### config.mk
export PLATFORM = sky130hd
export DESIGN_NAME = uart_cmd_seq_flat
export DESIGN_NICKNAME = d
export VERILOG_FILES = /design/src/rtl/uart_seq_pkg.sv /design/src/rtl/uart_cmd_seq_if.sv /design/src/rtl/uart_cmd_seq_frame_timer.sv /design/src/rtl/uart_cmd_seq.sv /design/src/flat_wrapper.sv
export SDC_FILE = /design/constraint.sdc
export NUM_CORES = 1
export LEC_CHECK = 0
export CAP_MARGIN = 30
export CORE_ASPECT_RATIO = 0.8
export CORE_UTILIZATION = 53
export DETAILED_ROUTE_END_ITERATION = 7
export PLACE_DENSITY = 0.8
export SYNTH_ARGS = -nofsm -noshare
export SYNTH_HDL_FRONTEND = slang
export SYNTH_SLANG_ARGS = --single-unit
### constraint.sdc
create_clock -name clk -period 3.7 [get_ports clk]
set_clock_uncertainty 0.15 [all_clocks]
set_input_delay 0.74 -clock clk [delete_from_list [all_inputs] [get_ports clk]]
set_output_delay 0.74 -clock clk [all_outputs]
set_load 0.05 [all_outputs]
### src/rtl/uart_seq_pkg.sv
// Shared types and constants for the UART command/response sequencer.
package uart_seq_pkg;

    localparam int FRAME_LEN = 3;
    localparam int RESP_LEN  = 2;

    typedef enum logic [3:0] {
        RX0  = 4'd0,
        RX1  = 4'd1,
        RX2  = 4'd2,
        CMD  = 4'd3,
        RESP = 4'd4,
        TXH  = 4'd5,
        WH   = 4'd6,
        TXL  = 4'd7,
        WL   = 4'd8
    } state_t;

endpackage

### src/rtl/uart_cmd_seq_if.sv
// UART byte path plus host command/response handshake of the sequencer.
interface uart_cmd_seq_if;

    logic        rdy;
    logic [7:0]  rx_data;
    logic        clr_rdy;
    logic        trmt;
    logic [7:0]  tx_data;
    logic        tx_done;
    logic        cmd_vld;
    logic [7:0]  cmd_op;
    logic [15:0] cmd_data;
    logic        cmd_ack;
    logic        resp_vld;
    logic [15:0] resp_data;
    logic        frm_err;
    logic        busy;

    modport master (
        input  rdy, rx_data, tx_done, cmd_ack, resp_vld, resp_data,
        output clr_rdy, trmt, tx_data, cmd_vld, cmd_op, cmd_data, frm_err, busy
    );

    modport slave (
        output rdy, rx_data, tx_done, cmd_ack, resp_vld, resp_data,
        input  clr_rdy, trmt, tx_data, cmd_vld, cmd_op, cmd_data, frm_err, busy
    );

endinterface

### src/rtl/uart_cmd_seq_frame_timer.sv
// Inter-byte gap timer: saturating up-counter with a terminal-count flag.
module frame_timer #(
    parameter int TIMEOUT_CYC = 50000,
    parameter int TMR_W       = 16
) (
    input  logic clk,
    input  logic rst,
    input  logic clear,
    input  logic enable,
    output logic expired
);

    localparam logic [TMR_W-1:0] LAST = TMR_W'(TIMEOUT_CYC - 1);

    logic [TMR_W-1:0] cnt;

    // Holding at LAST keeps the counter from ever wrapping.
    always_ff @(posedge clk or posedge rst) begin
        if (rst) begin
            cnt <= '0;
        end else if (clear) begin
            cnt <= '0;
        end else if (enable && (cnt != LAST)) begin
            cnt <= cnt + TMR_W'(1);
        end
    end

    assign expired = (cnt == LAST);

endmodule

### src/rtl/uart_cmd_seq.sv
// Assembles 3-byte UART command frames for the host and returns its 16-bit
// response as two transmitted bytes, high byte first.
module uart_cmd_seq #(
    parameter int TIMEOUT_CYC = 50000,
    parameter int TMR_W       = 16
) (
    input  logic            clk,
    input  logic            rst,
    uart_cmd_seq_if.master  bus
);

    import uart_seq_pkg::*;

    // state | meaning
    // RX0   | idle, waiting for opcode byte
    // RX1   | waiting for data high byte (gap timed)
    // RX2   | waiting for data low byte (gap timed)
    // CMD   | frame presented, waiting for cmd_ack
    // RESP  | waiting for resp_vld
    // TXH   | launch high response byte
    // WH    | waiting for tx_done rise of high byte
    // TXL   | launch low response byte
    // WL    | waiting for tx_done rise of low byte

    state_t state, state_nxt;

    logic [7:0]  op_q;
    logic [7:0]  hi_q;
    logic [15:0] resp_q;
    logic        tx_done_q;

    logic        clr_rdy_q;
    logic        trmt_q;
    logic [7:0]  tx_data_q;
    logic        cmd_vld_q;
    logic [7:0]  cmd_op_q;
    logic [15:0] cmd_data_q;
    logic        frm_err_q;

    logic capture;
    logic in_gap;
    logic expired;
    logic timeout;
    logic tx_rise;

    // The clr_rdy term blanks rdy while the UART is still dropping it.
    assign capture = bus.rdy && !clr_rdy_q &&
                     ((state == RX0) || (state == RX1) || (state == RX2));
    assign in_gap  = (state == RX1) || (state == RX2);
    assign timeout = in_gap && expired && !capture;
    assign tx_rise = bus.tx_done && !tx_done_q;

    frame_timer #(
        .TIMEOUT_CYC (TIMEOUT_CYC),
        .TMR_W       (TMR_W)
    ) u_timer (
        .clk     (clk),
        .rst     (rst),
        .clear   (capture),
        .enable  (in_gap),
        .expired (expired)
    );

    always_ff @(posedge clk or posedge rst) begin
        if (rst) begin
            state <= RX0;
        end else begin
            state <= state_nxt;
        end
    end

    always_comb begin
        state_nxt = state;
        case (state)
            RX0:     if (capture) state_nxt = RX1;
            RX1:     if (capture) state_nxt = RX2;
                     else if (timeout) state_nxt = RX0;
            RX2:     if (capture) state_nxt = CMD;
                     else if (timeout) state_nxt = RX0;
            CMD:     if (bus.cmd_ack) state_nxt = RESP;
            RESP:    if (bus.resp_vld) state_nxt = TXH;
            TXH:     state_nxt = WH;
            WH:      if (tx_rise) state_nxt = TXL;
            TXL:     state_nxt = WL;
            WL:      if (tx_rise) state_nxt = RX0;
            default: state_nxt = RX0;
        endcase
    end

    always_ff @(posedge clk or posedge rst) begin
        if (rst) begin
            op_q       <= '0;
            hi_q       <= '0;
            resp_q     <= '0;
            tx_done_q  <= 1'b0;
            clr_rdy_q  <= 1'b0;
            trmt_q     <= 1'b0;
            tx_data_q  <= '0;
            cmd_vld_q  <= 1'b0;
            cmd_op_q   <= '0;
            cmd_data_q <= '0;
            frm_err_q  <= 1'b0;
        end else begin
            tx_done_q <= bus.tx_done;
            clr_rdy_q <= capture;
            frm_err_q <= timeout;
            trmt_q    <= (state == TXH) || (state == TXL);

            if (capture && (state == RX0)) op_q <= bus.rx_data;
            if (capture && (state == RX1)) hi_q <= bus.rx_data;

            // Host-visible fields only change on a complete frame.
            if (capture && (state == RX2)) begin
                cmd_op_q   <= op_q;
                cmd_data_q <= {hi_q, bus.rx_data};
                cmd_vld_q  <= 1'b1;
            end else if ((state == CMD) && bus.cmd_ack) begin
                cmd_vld_q  <= 1'b0;
            end

            if ((state == RESP) && bus.resp_vld) resp_q <= bus.resp_data;

            if (state == TXH) tx_data_q <= resp_q[15:8];
            if (state == TXL) tx_data_q <= resp_q[7:0];
        end
    end

    assign bus.clr_rdy  = clr_rdy_q;
    assign bus.trmt     = trmt_q;
    assign bus.tx_data  = tx_data_q;
    assign bus.cmd_vld  = cmd_vld_q;
    assign bus.cmd_op   = cmd_op_q;
    assign bus.cmd_data = cmd_data_q;
    assign bus.frm_err  = frm_err_q;
    assign bus.busy     = (state != RX0);

endmodule

### src/flat_wrapper.sv
// flat-port wrapper written by rule: the top's interface ports become plain ports
module uart_cmd_seq_flat import uart_seq_pkg::*;
#(
    parameter int TIMEOUT_CYC = 50000,
    parameter int TMR_W       = 16
)
  (clk, rst, bus_rdy, bus_rx_data, bus_tx_done, bus_cmd_ack, bus_resp_vld, bus_resp_data, bus_clr_rdy, bus_trmt, bus_tx_data, bus_cmd_vld, bus_cmd_op, bus_cmd_data, bus_frm_err, bus_busy);
  uart_cmd_seq_if bus_i ();
  input  logic clk;
  input  logic rst;
  input wire logic [$bits(bus_i.rdy)-1:0] bus_rdy;
  input wire logic [$bits(bus_i.rx_data)-1:0] bus_rx_data;
  input wire logic [$bits(bus_i.tx_done)-1:0] bus_tx_done;
  input wire logic [$bits(bus_i.cmd_ack)-1:0] bus_cmd_ack;
  input wire logic [$bits(bus_i.resp_vld)-1:0] bus_resp_vld;
  input wire logic [$bits(bus_i.resp_data)-1:0] bus_resp_data;
  output wire logic [$bits(bus_i.clr_rdy)-1:0] bus_clr_rdy;
  output wire logic [$bits(bus_i.trmt)-1:0] bus_trmt;
  output wire logic [$bits(bus_i.tx_data)-1:0] bus_tx_data;
  output wire logic [$bits(bus_i.cmd_vld)-1:0] bus_cmd_vld;
  output wire logic [$bits(bus_i.cmd_op)-1:0] bus_cmd_op;
  output wire logic [$bits(bus_i.cmd_data)-1:0] bus_cmd_data;
  output wire logic [$bits(bus_i.frm_err)-1:0] bus_frm_err;
  output wire logic [$bits(bus_i.busy)-1:0] bus_busy;
  assign bus_i.rdy = bus_rdy;
  assign bus_i.rx_data = bus_rx_data;
  assign bus_i.tx_done = bus_tx_done;
  assign bus_i.cmd_ack = bus_cmd_ack;
  assign bus_i.resp_vld = bus_resp_vld;
  assign bus_i.resp_data = bus_resp_data;
  assign bus_clr_rdy = bus_i.clr_rdy;
  assign bus_trmt = bus_i.trmt;
  assign bus_tx_data = bus_i.tx_data;
  assign bus_cmd_vld = bus_i.cmd_vld;
  assign bus_cmd_op = bus_i.cmd_op;
  assign bus_cmd_data = bus_i.cmd_data;
  assign bus_frm_err = bus_i.frm_err;
  assign bus_busy = bus_i.busy;
  uart_cmd_seq #(.TIMEOUT_CYC(TIMEOUT_CYC), .TMR_W(TMR_W)) u_core (.clk(clk), .rst(rst), .bus(bus_i));
endmodule
# Word level (Yosys, flattened, before mapping)
# Cells that the tools add are included.
# word_totals
word_cells,68
reg_bits,89
rom_bits,0
out_inout_bits,37
latchBits,0
mem_bits_rw,0
n_memories,0
inputBits,30
# classes
order_cmp,0
bitwise_logic,0
reduce_logical,24
addsub,1
n_eq_ne,15
div_mod_pow,0
n_mul,0
shift,0
n_mux,15
# op_table
operator,n
case mux 4 bit (9 select lines),1
2-to-1 mux 16 bit,2
2-to-1 mux 4 bit,8
adder 16 x 1 -> 16 bit (second input constant),1
equality test 16 bit (second input constant),1
equality test 4 x 3 -> 1 bit (second input constant),4
2-to-1 mux 8 bit,2
!= test 16 bit (second input constant),1
logical AND 1 bit,11
equality test 4 x 2 -> 1 bit (second input constant),2
!= test 2 x 1 -> 1 bit (second input constant),3
nonzero test 2 bit,3
AND reduction 5 bit,1
equality test 4 x 1 -> 1 bit (second input constant),1
equality test 4 bit (second input constant),1
logical NOT 4 bit,1
logical OR 1 bit,4
!= test 2 bit (second input constant),2
nonzero test 4 bit,1
logical NOT 1 bit,3
2-to-1 mux 1 bit,2

# Logic depth before layout (Yosys ltp)
# depth
word_depth,9
depth_mapped,6

# Modules after synthesis
# From an unflattened synthesis, not the netlist that was laid out.
# unflattened
hier_cells,297
area_unflattened_um2,3927.5
# by_module_without_submodules
mod,seq_area_each_um2,area_per_inst_um2,cells_each,instances
uart_cmd_seq,1826.8,3041.7,206,1
frame_timer,400.4,885.8,91,1

# Worst setup path after synthesis
# Ideal clock, no wire load.
# synth_timing
path_type,flip-flop to output port
from,register u_core.state[1]
to,output port bus_busy
path_stages_with_launch,4
n_path_buf,1
required_ps,2810
path_slack_ps,1730
t_arrival_ps,1080
cell_sequence,dfrtp_1 -> buf_2 -> nor2_1 -> nand2_1
# synth_via
elab_chain_len,1
# synth_rtl
element,line,rtl
from (decl),uart_cmd_seq.sv:25,"state_t state, state_nxt;"
from (signal assigned),uart_cmd_seq.sv:68,state <= state_nxt;
nonzero test 4 bit,uart_cmd_seq.sv:135,assign bus.busy = (state != RX0);
to (decl),flat_wrapper.sv:24,output wire logic [$bits(bus_i.busy)-1:0] bus_busy;
# No other way between the ends.

# Worst setup path in the final report
# layout_timing
from,register u_core.state[0]
to,output port bus_busy
# The elaborated chain is that of the path after synthesis.

==> impl_metrics.env <==
export IMPL_status="finished with violations"
export IMPL_violations="DRC"
export IMPL_postCtsHoldBufs=0
export IMPL_antenna_found_initial=0
export IMPL_drtIter0Drc=219
export IMPL_hold_ws_ps=339
export IMPL_die_area_um2=7670
export IMPL_placed_cell_area_um2=4600
export IMPL_place_gp_congestion=0.837
export IMPL_arrival_ps=2170
export IMPL_crit_start="u_core.state[0]$_DFFE_PP0P_"
export IMPL_drv_cap=0
export IMPL_nNetsFinal=401
export IMPL_path_class="flop to primary output"
export IMPL_cts_tree="built"
export IMPL_via_per_inst=5.68
export IMPL_grt_start_max_net_pins=50
export IMPL_worst_pin_slew_ps=715
export IMPL_path_cells="nor2_1 > nand2_1 > clkdlybuf4s50_1"
export IMPL_post_route_cell_area_um2=4810
export IMPL_ys_dominant_reg_cell="dfrtp_1"
export IMPL_drc=9
export IMPL_maxSlewViolCount=0
export IMPL_firstDrtPassIters=6
export IMPL_ios=67
export IMPL_slowest_delay_ps=710
export IMPL_p_leak_uw=0.00209
export IMPL_worst_path_max_delay_cell="clkdlybuf4s50_1"
export IMPL_vias=2626
export IMPL_clockBufferDepth=2
export IMPL_synthCells=303
export IMPL_die_x_um=97.6
export IMPL_syn_nets=334
export IMPL_routed_wl_mm=7.36
export IMPL_die_y_um=78.5
export IMPL_io_buffers=66
export IMPL_final_cell_mix="89 x dfrtp_1, 66 x clkdlybuf4s50_1, 56 x mux2_2"
export IMPL_final_common_cell="dfrtp_1"
export IMPL_period_minus_slack_ps=3060
export IMPL_critical_path_required_ps=2810
export IMPL_min_path_type="flop to flop"
export IMPL_globalRouteTotalUtil_pct=20.9
export IMPL_synthArstFlopShare_pct=100
export IMPL_initial_core_util_pct=55.5
export IMPL_setup_tns_ps=0
export IMPL_reg2reg_from="u_core.state[2]$_DFFE_PP0P_"
export IMPL_cts_sinks=89
export IMPL_synth_seq_cells=89
export IMPL_grt_ovfl_total=0
export IMPL_fp_row_count=27
export IMPL_hold_viol=0
export IMPL_clkSlewWorstSetupHoldPaths_ps=90
export IMPL_grt_pass1_wl_mm=12.2
export IMPL_syn_area_per_cell_um2=12.8
export IMPL_rsz0062_at_grt="no"
export IMPL_numCtsBuffers=9
export IMPL_hp_start="u_core.bus.tx_data[4]$_DFFE_PP0P_"
export IMPL_synth_cell_area_um2=3880
export IMPL_wl_per_cell_um=15.9
export IMPL_area_growth_pct=24.0
export IMPL_drtAntennaViolNets=0
export IMPL_cts_htree_levels=3
export IMPL_grt_pass1_vias=2544
export IMPL_slew_headroom_pct=52.3
export IMPL_fmax_mhz=327
export IMPL_synth_seq_area_share_pct=57.4
export IMPL_drive_gt1_share_pct=22.7
export IMPL_cp_end_kind="primary output"
export IMPL_critical_path_buf_inv_count=1
export IMPL_num_antenna_cells=0
export IMPL_ys_warn_count=0
export IMPL_cellPowerDensity_nw_per_um2=884
export IMPL_synth_distinct_cells=47
export IMPL_fin_crit_sh_pct=82.6
export IMPL_synth_edf_count=0
export IMPL_dp_hpwl_mm=5.18
export IMPL_cp_max_fo=13
export IMPL_cts_setup_buffers=0
export IMPL_ctsResizeCount=0
export IMPL_clock_root_buffer="clkbuf_8"
export IMPL_setup_viol=0
export IMPL_ir_worst_vdd_v=0.000389
export IMPL_core_area_um2=6990
export IMPL_startpoint_type="flop"
export IMPL_crit_family="buffers and inverters"
export IMPL_fill_cells=495
export IMPL_clk_latency_ps=360
==> cell usage after synthesis, drive strengths merged (4+ instances only) <==
master	n	area (um^2)
or4	8	60.1
dfrtp	89	2230
mux2i	10	100
nor3	4	20.0
o21ai	15	75.1
buf	10	70.1
nand4	7	50.1
mux2	56	631
o31ai	4	30.0
nand2	26	100
o211ai	4	30.0
inv	7	26.3
nand3	7	45.0
a21oi	13	65.1
nor2	6	30.0
or3	5	31.3
and4	7	61.3
==> worst reg2reg max path, stage by stage, from the launching register on <==
cell and delay, ps:
dfrtp_1 540, nor4b_4 560, nand2_1 300, inv_2 330
or4_1 180, nand2_1 50
==> per-layer routing <==
layer / up-vias / routed length [um] / GRT usage (%)
li1: 1241 / - / -
met1: 1289 / 3450 / 27.8
met2: 86 / 3390 / 32.8
met3: 10 / 436 / 7.21
met4: 0 / 86 / 5.91
met5: - / 0 / 0
==> worst paths after layout <==
path                                                        to  slack [ps]  cells past startpoint
max                                                   bus_busy         640                      3
min                          u_core.bus.tx_data[4]$_DFFE_PP0P_         340                      2
max reg2reg                 u_core.u_timer.cnt[11]$_DFFE_PP0P_        1480                      5
min reg2reg                  u_core.bus.tx_data[4]$_DFFE_PP0P_         340                      2
max in group asynchronous  u_core.bus.cmd_data[15]$_DFFE_PP0P_        2080                      3
min in group asynchronous            u_core.bus.trmt$_DFF_PP0_         640                      2
==> power breakdown <==
group          total, uW  switching (uW)  leakage [uW]  internal (uW)
clock                694             370     0.0000996            325
combinational       1950            1160      0.000876            786
sequential          1610             252       0.00112           1360
==> area by class of cell <==
class                           instances  area, um^2  area share, %
Sequential cell                        89        2230           46.3
Multi-Input combinational cell        195        1550           32.2
Timing Repair Buffer                   68         688           14.3
Clock buffer                            9         124           2.57
Tap cell                               87         109           2.26
Clock inverter                          7        87.6           1.82
Inverter                                7        27.5          0.572
==> flip-flops by register name, indices dropped and copies added (netlist names) <==
signal and flops:
u_core.state 4, u_core.u_timer.cnt 16, u_core.bus.cmd_vld 1, u_core.tx_done_q 1
u_core.bus.frm_err 1, u_core.bus.tx_data 8, u_core.resp_q 16, u_core.bus.cmd_data 16
u_core.hi_q 8, u_core.bus.clr_rdy 1, u_core.bus.cmd_op 8, u_core.op_q 8
u_core.bus.trmt 1
==> per-stage QoR <==
stage | setup WS [ps] | power [uW] | std cells | utilization (%)
after global placement | 1000 | 3520 | 446 | 65.8
after global routing | 521 | 4490 | 462 | 68.8
after detailed placement | 914 | 3600 | 446 | 65.8
after floorplan | 503 | 3010 | 303 | -
final | 643 | 4250 | 462 | 68.8
after CTS | 602 | 4300 | 462 | 68.8
==> cell families after synthesis <==
| family | count (synthesis) | synth area share [%] |
|---|---|---|
| AO/OA/AOI/OAI | 42 | 6.42 |
| AND/OR/NAND/NOR | 83 | 13.5 |
| XOR/XNOR | 3 | 0.871 |
| multiplexers | 66 | 18.8 |
| buffers and inverters | 19 | 2.68 |
| flip-flops | 89 | 57.4 |
| adder cells (fa/ha/maj) | 1 | 0.323 |
No activity file was read; power rests on OpenSTA's default activity.
